**src/rtl/seg_pkg.sv**
```systemverilog
// Shared constants and types for the multiplexed 8-digit seven-segment display path.
package seg_pkg;

  localparam int         NDIGIT    = 8;
  localparam logic [6:0] SEG_BLANK = 7'h7F;
  localparam logic [7:0] AN_OFF    = 8'hFF;

  typedef struct packed {
    logic       lit;
    logic [3:0] nib;
  } digit_t;

  // Active-low g..a codes indexed by nibble value; the first element listed is index 15.
  localparam logic [15:0][6:0] SEG_TABLE = {
    7'h0E, 7'h06, 7'h21, 7'h46, 7'h03, 7'h08, 7'h10, 7'h00,
    7'h78, 7'h02, 7'h12, 7'h19, 7'h30, 7'h24, 7'h79, 7'h40
  };

endpackage

```
**src/rtl/seg_scan_arbiter_if.sv**
```systemverilog
// Two-requester write port into the display frame buffer (valid/ready per requester).
interface seg_scan_arbiter_if;

  logic [1:0]  req_valid;
  logic [1:0]  req_ready;
  logic [31:0] req0_data;
  logic [31:0] req1_data;
  logic [7:0]  req0_wen;
  logic [7:0]  req1_wen;

  modport master (
    output req_valid, req0_data, req1_data, req0_wen, req1_wen,
    input  req_ready
  );

  modport slave (
    input  req_valid, req0_data, req1_data, req0_wen, req1_wen,
    output req_ready
  );

endinterface

```
**src/rtl/hex7seg.sv**
```systemverilog
// Combinational nibble to active-low seven-segment (g..a) decoder.
module hex7seg
  import seg_pkg::*;
(
  input  logic [3:0] nib_i,
  output logic [6:0] seg_o
);

  assign seg_o = SEG_TABLE[nib_i];

endmodule

```
**src/rtl/seg_scan_arbiter.sv**
```systemverilog
// 8-digit hex display controller: round-robin write arbiter, frame buffer,
// dwell prescaler with digit scan, and registered anode/segment outputs.
module seg_scan_arbiter
  import seg_pkg::*;
#(
  parameter int DIV_W = 17
) (
  input  logic                clk,
  input  logic                reset,
  input  logic                disp_en,
  seg_scan_arbiter_if.slave   req,
  output logic [7:0]          an,
  output logic [6:0]          a2g
);

  logic                    last_q, last_d;
  digit_t [NDIGIT-1:0]     fb_q, fb_d;
  logic [DIV_W-1:0]        div_q, div_d;
  logic [2:0]              idx_q, idx_d;
  logic [7:0]              an_q, an_d;
  logic [6:0]              a2g_q, a2g_d;

  logic [1:0]              grant;
  logic                    xfer;
  logic                    win;
  logic [31:0]             wdata;
  logic [7:0]              wen;
  digit_t                  cur;
  logic [6:0]              cur_seg;

  // last_q == 1 means requester 1 was served last, so requester 0 wins a tie.
  always_comb begin
    grant = 2'b00;
    case (req.req_valid)
      2'b01:   grant = 2'b01;
      2'b10:   grant = 2'b10;
      2'b11:   grant = last_q ? 2'b01 : 2'b10;
      default: grant = 2'b00;
    endcase
  end

  assign req.req_ready = grant;
  assign xfer          = |(req.req_valid & grant);
  assign win           = grant[1];
  assign wdata         = win ? req.req1_data : req.req0_data;
  assign wen           = win ? req.req1_wen  : req.req0_wen;

  always_comb begin
    fb_d   = fb_q;
    last_d = last_q;
    if (xfer) begin
      last_d = win;
      for (int k = 0; k < NDIGIT; k++) begin
        if (wen[k]) begin
          fb_d[k].lit = 1'b1;
          fb_d[k].nib = wdata[4*k +: 4];
        end
      end
    end
  end

  assign div_d = div_q + DIV_W'(1);
  assign idx_d = (div_q == '1) ? idx_q + 3'd1 : idx_q;

  assign cur = fb_q[idx_q];

  hex7seg u_hex7seg (
    .nib_i (cur.nib),
    .seg_o (cur_seg)
  );

  assign an_d  = disp_en ? ~(8'b1 << idx_q) : AN_OFF;
  assign a2g_d = cur.lit ? cur_seg : SEG_BLANK;

  always_ff @(posedge clk or negedge reset) begin
    if (!reset) begin
      last_q <= 1'b1;
      fb_q   <= '0;
      div_q  <= '0;
      idx_q  <= '0;
      an_q   <= AN_OFF;
      a2g_q  <= SEG_BLANK;
    end else begin
      last_q <= last_d;
      fb_q   <= fb_d;
      div_q  <= div_d;
      idx_q  <= idx_d;
      an_q   <= an_d;
      a2g_q  <= a2g_d;
    end
  end

  assign an  = an_q;
  assign a2g = a2g_q;

endmodule

```
**src/flat_wrapper.sv**
```systemverilog
// flat-port wrapper written by rule: the top's interface ports become plain ports
module seg_scan_arbiter_flat import seg_pkg::*;
#(
  parameter int DIV_W = 17
)
  (clk, reset, disp_en, an, a2g, req_req_valid, req_req0_data, req_req1_data, req_req0_wen, req_req1_wen, req_req_ready);
  seg_scan_arbiter_if req_i ();
  input  logic clk;
  input  logic reset;
  input  logic disp_en;
  output logic [7:0] an;
  output logic [6:0] a2g;
  input wire logic [$bits(req_i.req_valid)-1:0] req_req_valid;
  input wire logic [$bits(req_i.req0_data)-1:0] req_req0_data;
  input wire logic [$bits(req_i.req1_data)-1:0] req_req1_data;
  input wire logic [$bits(req_i.req0_wen)-1:0] req_req0_wen;
  input wire logic [$bits(req_i.req1_wen)-1:0] req_req1_wen;
  output wire logic [$bits(req_i.req_ready)-1:0] req_req_ready;
  assign req_i.req_valid = req_req_valid;
  assign req_i.req0_data = req_req0_data;
  assign req_i.req1_data = req_req1_data;
  assign req_i.req0_wen = req_req0_wen;
  assign req_i.req1_wen = req_req1_wen;
  assign req_req_ready = req_i.req_ready;
  seg_scan_arbiter #(.DIV_W(DIV_W)) u_core (.clk(clk), .reset(reset), .disp_en(disp_en), .req(req_i), .an(an), .a2g(a2g));
endmodule
```
**config.mk**
```make
export PLATFORM = sky130hd
export DESIGN_NAME = seg_scan_arbiter_flat
export DESIGN_NICKNAME = d
export VERILOG_FILES = /design/src/rtl/seg_pkg.sv /design/src/rtl/seg_scan_arbiter_if.sv /design/src/rtl/hex7seg.sv /design/src/rtl/seg_scan_arbiter.sv /design/src/flat_wrapper.sv
export SDC_FILE = /design/constraint.sdc
export NUM_CORES = 1
export LEC_CHECK = 0
export BUFFER_PORTS_ARGS = -buffer_cell sky130_fd_sc_hd__buf_2
export CORE_AREA = 2 2 99 72
export CTS_BUF_LIST = sky130_fd_sc_hd__clkbuf_2 sky130_fd_sc_hd__clkbuf_4 sky130_fd_sc_hd__clkbuf_8
export DETAILED_ROUTE_END_ITERATION = 8
export DIE_AREA = 0 0 101 74
export PLACE_DENSITY = 0.87
export RECOVER_POWER = 50
export SETUP_SLACK_MARGIN = 0.05
export SLEW_MARGIN = 5
export SYNTH_ARGS = -nofsm -noshare
export SYNTH_HDL_FRONTEND = slang
export SYNTH_SLANG_ARGS = --single-unit
```
**constraint.sdc**
```tcl
create_clock -name clk -period 5.1 [get_ports clk]
set_input_delay 0.51 -clock clk [delete_from_list [all_inputs] [get_ports clk]]
set_output_delay 0.51 -clock clk [all_outputs]
set_load 0.05 [all_outputs]
```
-- Word level (Yosys, flattened, before mapping)
Memory sizes are Yosys's and may differ from the RTL's.
Cells that the tools add are included.
- $add $sub $neg: 2
- mux-type cells: 9
- $lt $le $gt $ge: 2
- shift-type cells: 1
- equal/unequal tests: 4
- reductions and logical operators: 9
- bitwise operators: 2
- operators by type and width (cell ; count):
    two-way mux 32 bit ; 1
    adder 17 x 1 -> 17 bit (second input constant) ; 1
    equality test 17 bit (second input constant) ; 1
    two-way mux 8 bit ; 2
    AND reduction 2 bit ; 8
    binary-select mux 5 bit (select 3 bit) ; 1
    two-way mux 7 bit ; 2
    inverter 8 bit ; 1
    << shifter 1 x 3 -> 8 bit (first input constant) ; 1
    case mux 2 bit (3 select lines) ; 1
    less-than comparator 4 x 5 -> 1 bit (second input constant) ; 1
    two-way mux 5 bit ; 1
    equality test 2 bit (second input constant) ; 2
    less-than comparator 3 x 4 -> 1 bit (second input constant) ; 1
    adder 3 x 1 -> 3 bit (second input constant) ; 1
    AND 2 bit ; 1
    equality test 2 x 1 -> 1 bit (second input constant) ; 1
    two-way mux 2 bit ; 1
    OR reduction 2 bit ; 1
- bits in read-only memories: 112
- word-level logic and storage cells: 51
- bits in registers: 76
- output and inout bits: 17
- memories kept: 1
- memory list (name ; depth ; bits a word ; read ports ; clocked after memory_dff ; wr ports ; line ; RTL):
    (name not given) ; 16 ; 7 ; 1 ; 0 ; 0 ; hex7seg.sv:9 ; assign seg_o = SEG_TABLE[nib_i];

-- Longest topological paths before layout
- depth in word-level cells: 5
- mapped depth: 10
- depth with buffers taken out: 8

-- Hierarchy
From an unflattened synthesis, not the netlist that was laid out.
- cell total of the unflattened synthesis: 307
- area, all modules: 4085.2 sq um
- modules (own cells, without submodules) (module ; seq. area each (sq um) ; times used ; cells an instance ; area each (sq um)):
    seg_scan_arbiter ; 1921.8 ; 1 ; 275 ; 3809.9
    hex7seg ; 0.0 ; 1 ; 32 ; 275.3

-- Least setup slack after synthesis
Ideal clock, no wire load.
- path kind: flip-flop to flip-flop
- start: register u_core.last_q
- end: register u_core.fb_q[0] (netlist name)
- stages on the path, launching flop included: 6
- path buffers: 0
- data required time: 4.954 ns
- slack: 2.720 ns
- arrival time: 2.234 ns
- cell sequence: dfstp_2 -> inv_1 -> a21boi_1 -> a22oi_1 -> nand2_1 -> o21ai_0
- word-level cells in the longest chain between the ends: 5
- RTL lines (what ; line ; RTL):
    start: declaration ; seg_scan_arbiter.sv:16 ; logic last_q, last_d;
    start signal: assignment ; seg_scan_arbiter.sv:84 ; last_q <= last_d;
    two-way mux 2 bit ; seg_scan_arbiter.sv:37 ; 2'b11: grant = last_q ? 2'b01 : 2'b10;
    case mux 2 bit (3 select lines) ; seg_scan_arbiter.sv:34 ; case (req.req_valid)
    named net req_req_ready[0] ; flat_wrapper.sv:18 ; output wire logic [$bits(req_i.req_ready)-1:0] req_req_ready;
    AND 2 bit ; seg_scan_arbiter.sv:43 ; assign xfer = |(req.req_valid & grant);
    OR reduction 2 bit ; seg_scan_arbiter.sv:43 ;
    AND reduction 2 bit (no line) ; n/a ;
    end signal: assignment ; seg_scan_arbiter.sv:78 ; fb_q <= '0;
    end signal: assignment ; seg_scan_arbiter.sv:85 ; fb_q <= fb_d;
    end: declaration ; seg_scan_arbiter.sv:17 ; digit_t [NDIGIT-1:0] fb_q, fb_d;
The timed path passes the listed nets, and every way through them passes these cells.
A chain may end at the register's enable or synchronous reset.

-- Worst setup path after layout
- start: register u_core.idx_q[0]
- end: register u_core.a2g_q[3], in the netlist u_core.a2g[3]
- word-level cells in the longest chain between the ends: 5
- RTL lines (what ; line ; RTL):
    start: declaration ; seg_scan_arbiter.sv:19 ; logic [2:0] idx_q, idx_d;
    start signal: assignment ; seg_scan_arbiter.sv:87 ; idx_q <= idx_d;
    binary-select mux 5 bit (select 3 bit) * ; seg_scan_arbiter.sv:65 ; assign cur = fb_q[idx_q];
    two-way mux 5 bit (not written as such) * ; seg_scan_arbiter.sv:65 ;
    memory (16 x 7 bit) ; n/a ;
    two-way mux 7 bit (not written as such) ; hex7seg.sv:9 ;
    two-way mux 7 bit * ; seg_scan_arbiter.sv:73 ; assign a2g_d = cur.lit ? cur_seg : SEG_BLANK;
    named net u_core.a2g_d[3] ; seg_scan_arbiter.sv:21 ; logic [6:0] a2g_q, a2g_d;
    end signal: assignment ; seg_scan_arbiter.sv:89 ; a2g_q <= a2g_d;
    end: declaration ; seg_scan_arbiter.sv:21 ;
Mark *: on every way through the listed nets, which the timed path passes. The rest lies on a longest branch. The select of a mux whose other input is x is not followed.

==> impl_metrics.csv <==
group,metric,value,unit
route,wl_met1,3.53,mm
route,vias,2826,
setup_path,critPathSlowestCell,"dfrtp_1",
sta,finalHoldWorstSlack,0.284,ns
sta,rsz0062_at_grt,"no",
power_and_ir_drop,irDropWorstVdd,0.170,mV
logic_synthesis,synth_edf_count,0,
global_route,grt_max_degree,77,
placed_design,globalplace.congestion,0.782,
placed_design,io_buffers,101,
sta,worst_pin_slew,0.923,ns
clock_network,insertion_delay,0.35,ns
global_route,grt_pass1_vias,2819,
logic_synthesis,syn_area,0.00376,mm2
sta,maxSlewViolCount,0,
global_route,antenna_found_initial,0,
placed_design,place_inst,499,
clock_network,postCtsSetupBuffers,0,
cells_and_area,drive_gt1_frac,0.320,
setup_path,max_stage_delay,0.84,ns
sta,fin_skew,0.0104,ns
run_status,status,"finished, final reports clean",
flow_run,maxCapViolations,0,
cells_and_area,nFillCells,487,
power_and_ir_drop,p_per_area,349,mW/mm2
global_route,grt_pass1_wl,13.1,mm
setup_path,worstPathArrival,2.97,ns
floorplanning,io_pins,102,
clock_network,cts_tree,"built",
route,ant_nets,0,
cells_and_area,area_growth,20.9,%
clock_network,cts.path.max_buffers,2,
logic_synthesis,ys_async_sr_fraction,1.00,
sta,hold_viol,0,
sta,setup_viol_count_final,0,
cells_and_area,design_area,0.00454,mm2
setup_path,crit_type,"reg -> reg",
logic_synthesis,synth_seq_cells,76,
worst_hold_path,hold_path.class,"in -> async",
setup_path,required,5.34,ns
floorplanning,die_y,74,um
route,first_pass_iters,4,
logic_synthesis,yosys_warnings,0,
route,wl_per_cell,15.4,um
sta,fin_setup_tns,0,ns
route,wirelength,7.91,mm
placed_design,place_hpwl,5.85,mm
clock_network,cts_max_level,3,
global_route,globalRouteOverflowTotal,0,
cells_and_area,final_nets,528,
clock_network,cts_made_buffers,9,
floorplanning,start_util,0.572,
route,dr_wl_met3,495,um
logic_synthesis,ys.flop_type,"dfrtp_1",
clock_network,cts_hold_buffers,0,
logic_synthesis,synth_nets,424,
setup_path,reg2reg_slack,2.38,ns
setup_path,crit_path_cell_trace,"mux4_1 -> nand2_1 -> nand2_1 -> ha_1 -> a21boi_0 -> a2111oi_0 -> a31oi_1",
sta,fin_crit_sh,0.534,
logic_synthesis,syn_area_per_cell,11.6,um2
power_and_ir_drop,cellLeakagePower,2.14,nW
route,drc_errors,0,
logic_synthesis,synth_cell_type_count,40,
logic_synthesis,seq_area_frac_synth,0.511,
route,met2_length,3.76,mm
floorplanning,rows,25,
setup_path,critPathMaxFanout,16,
setup_path,cp_common_cell,"nand2_1",
route,top_layer,"met4",
floorplanning,core,0.00657,mm2
floorplanning,dieArea,0.00747,mm2
floorplanning,die_x,101,um
setup_path,cpLargestDelayFamily,"flip-flops",
route,dr.first_iter.drc_count,126,
cells_and_area,antenna_cells,0,
route,via_per_inst,5.49,
setup_path,start_kind,"flop",
clock_network,cts_resized,0,
logic_synthesis,postSynthCellCount,325,
setup_path,path_buf_inv,0,
global_route,grt.total_usage,0.232,
setup_path,end_kind,"flop",
sta,relSlewSlack,0.385,
sta,finalCriticalPeriod,2.72,ns
placed_design,dpl_cell_area,0.00432,mm2
sta,max_freq,367,MHz
clock_network,clkSinkCount,76,
clock_network,clock-root-buffer,"clkbuf_8",
cells_and_area,stdcell_count,515,
clock_network,path_clk_slew,0.08,ns
## flip-flops by register name (all words and copies together) (netlist names)
signal / cells
u_core.a2g: 7
u_core.an: 8
u_core.div_q: 17
u_core.fb_q: 40
u_core.idx_q: 3
u_core.last_q: 1
## per-stage QoR
| stage | power (mW) | utilization | setup WS [ns] |
|---|---|---|---|
| floorplan | 0.973 | - | 2.72 |
| global placement | 1.07 | 0.657 | 2.57 |
| detailed placement | 1.09 | 0.657 | 2.43 |
| CTS | 1.60 | 0.692 | 2.39 |
| global route | 1.66 | 0.692 | 2.22 |
| finish | 1.59 | 0.692 | 2.38 |
## cell usage in the layout (no fill, tap or decap), types with 2 or more instances in the layout
cell type / Yosys / final
a21oi_1: 4 / 4
a22oi_1: 9 / 9
and3_1: 3 / 3
buf_2: 5 / 100
buf_4: 0 / 2
bufinv_16: 0 / 2
clkbuf_8: 0 / 10
clkinvlp_4: 0 / 2
dfrtp_1: 60 / 60
dfstp_2: 16 / 15
ha_1: 14 / 14
inv_1: 9 / 9
mux2_2: 2 / 2
mux2i_1: 39 / 39
mux4_1: 7 / 7
nand2_1: 52 / 52
nand2b_1: 9 / 9
nand3_1: 12 / 12
nor2_1: 5 / 5
nor2b_1: 3 / 3
o21ai_0: 35 / 35
o221ai_1: 4 / 4
xnor2_1: 11 / 11
xor2_1: 4 / 4
## logic make-up (layout without fill, tap and decap cells)
| logic type | after synthesis | after routing | share of synthesized area |
|---|---|---|---|
| mux | 50 | 50 | 0.171 |
| fa+ha+maj | 14 | 14 | 0.0466 |
| simple gates | 91 | 91 | 0.111 |
| compound gates | 61 | 61 | 0.0975 |
| flops | 76 | 76 | 0.511 |
| buf+inv | 18 | 127 | 0.0280 |
| xor+xnor | 15 | 15 | 0.0350 |
## cell type report
type                       instances  area [um2]  area share
sequential                        76        1920       0.423
multi-input combinational        231        1740       0.384
timing repair buffer             102         515       0.113
clock buffer                      11         145      0.0319
tap                               81         101      0.0223
clock inverter                     5        83.8      0.0184
inverter                           9        33.8     0.00743
## cells in the mapped netlist (all sizes together), types with 4 or more instances
| library cell | number | area [um2] |
|---|---|---|
| a21oi | 4 | 20.0 |
| a22oi | 9 | 67.6 |
| buf | 8 | 67.6 |
| dfrtp | 60 | 1500 |
| dfstp | 16 | 420 |
| ha | 14 | 175 |
| inv | 9 | 33.8 |
| mux2i | 40 | 413 |
| mux4 | 8 | 206 |
| nand2 | 52 | 195 |
| nand2b | 9 | 56.3 |
| nand3 | 12 | 60.1 |
| nor2 | 5 | 18.8 |
| o21ai | 36 | 180 |
| o221ai | 4 | 35.0 |
| xnor2 | 11 | 96.3 |
| xor2 | 4 | 35.0 |
## final timing paths
check | start | end | depth (start not counted)
min in group clk | req_req_valid[0] | u_core.last_q | 2
max reg2reg | u_core.idx_q[0] | u_core.a2g[3] | 7
max in group asynchronous | reset | u_core.fb_q[34] | 1
min reg2reg | u_core.div_q[15] | u_core.div_q[15] | 1
min | reset | u_core.div_q[13] | 1
max | u_core.idx_q[0] | u_core.a2g[3] | 7
## routing by layer
layer  track usage  vias up
met3        0.0677       14
met1         0.303     1328
li1              -     1366
met5             0        -
met2         0.380      118
met4        0.0826        0
## where the power goes
group | internal (mW) | switching (mW) | total, mW | leakage (nW)
Sequential | 0.689 | 0.0361 | 0.725 | 0.896
Clock | 0.296 | 0.218 | 0.514 | 0.110
Combinational | 0.126 | 0.222 | 0.348 | 1.13
Total | 1.11 | 0.476 | 1.59 | 2.14
(Power assumes the default switching activity.)
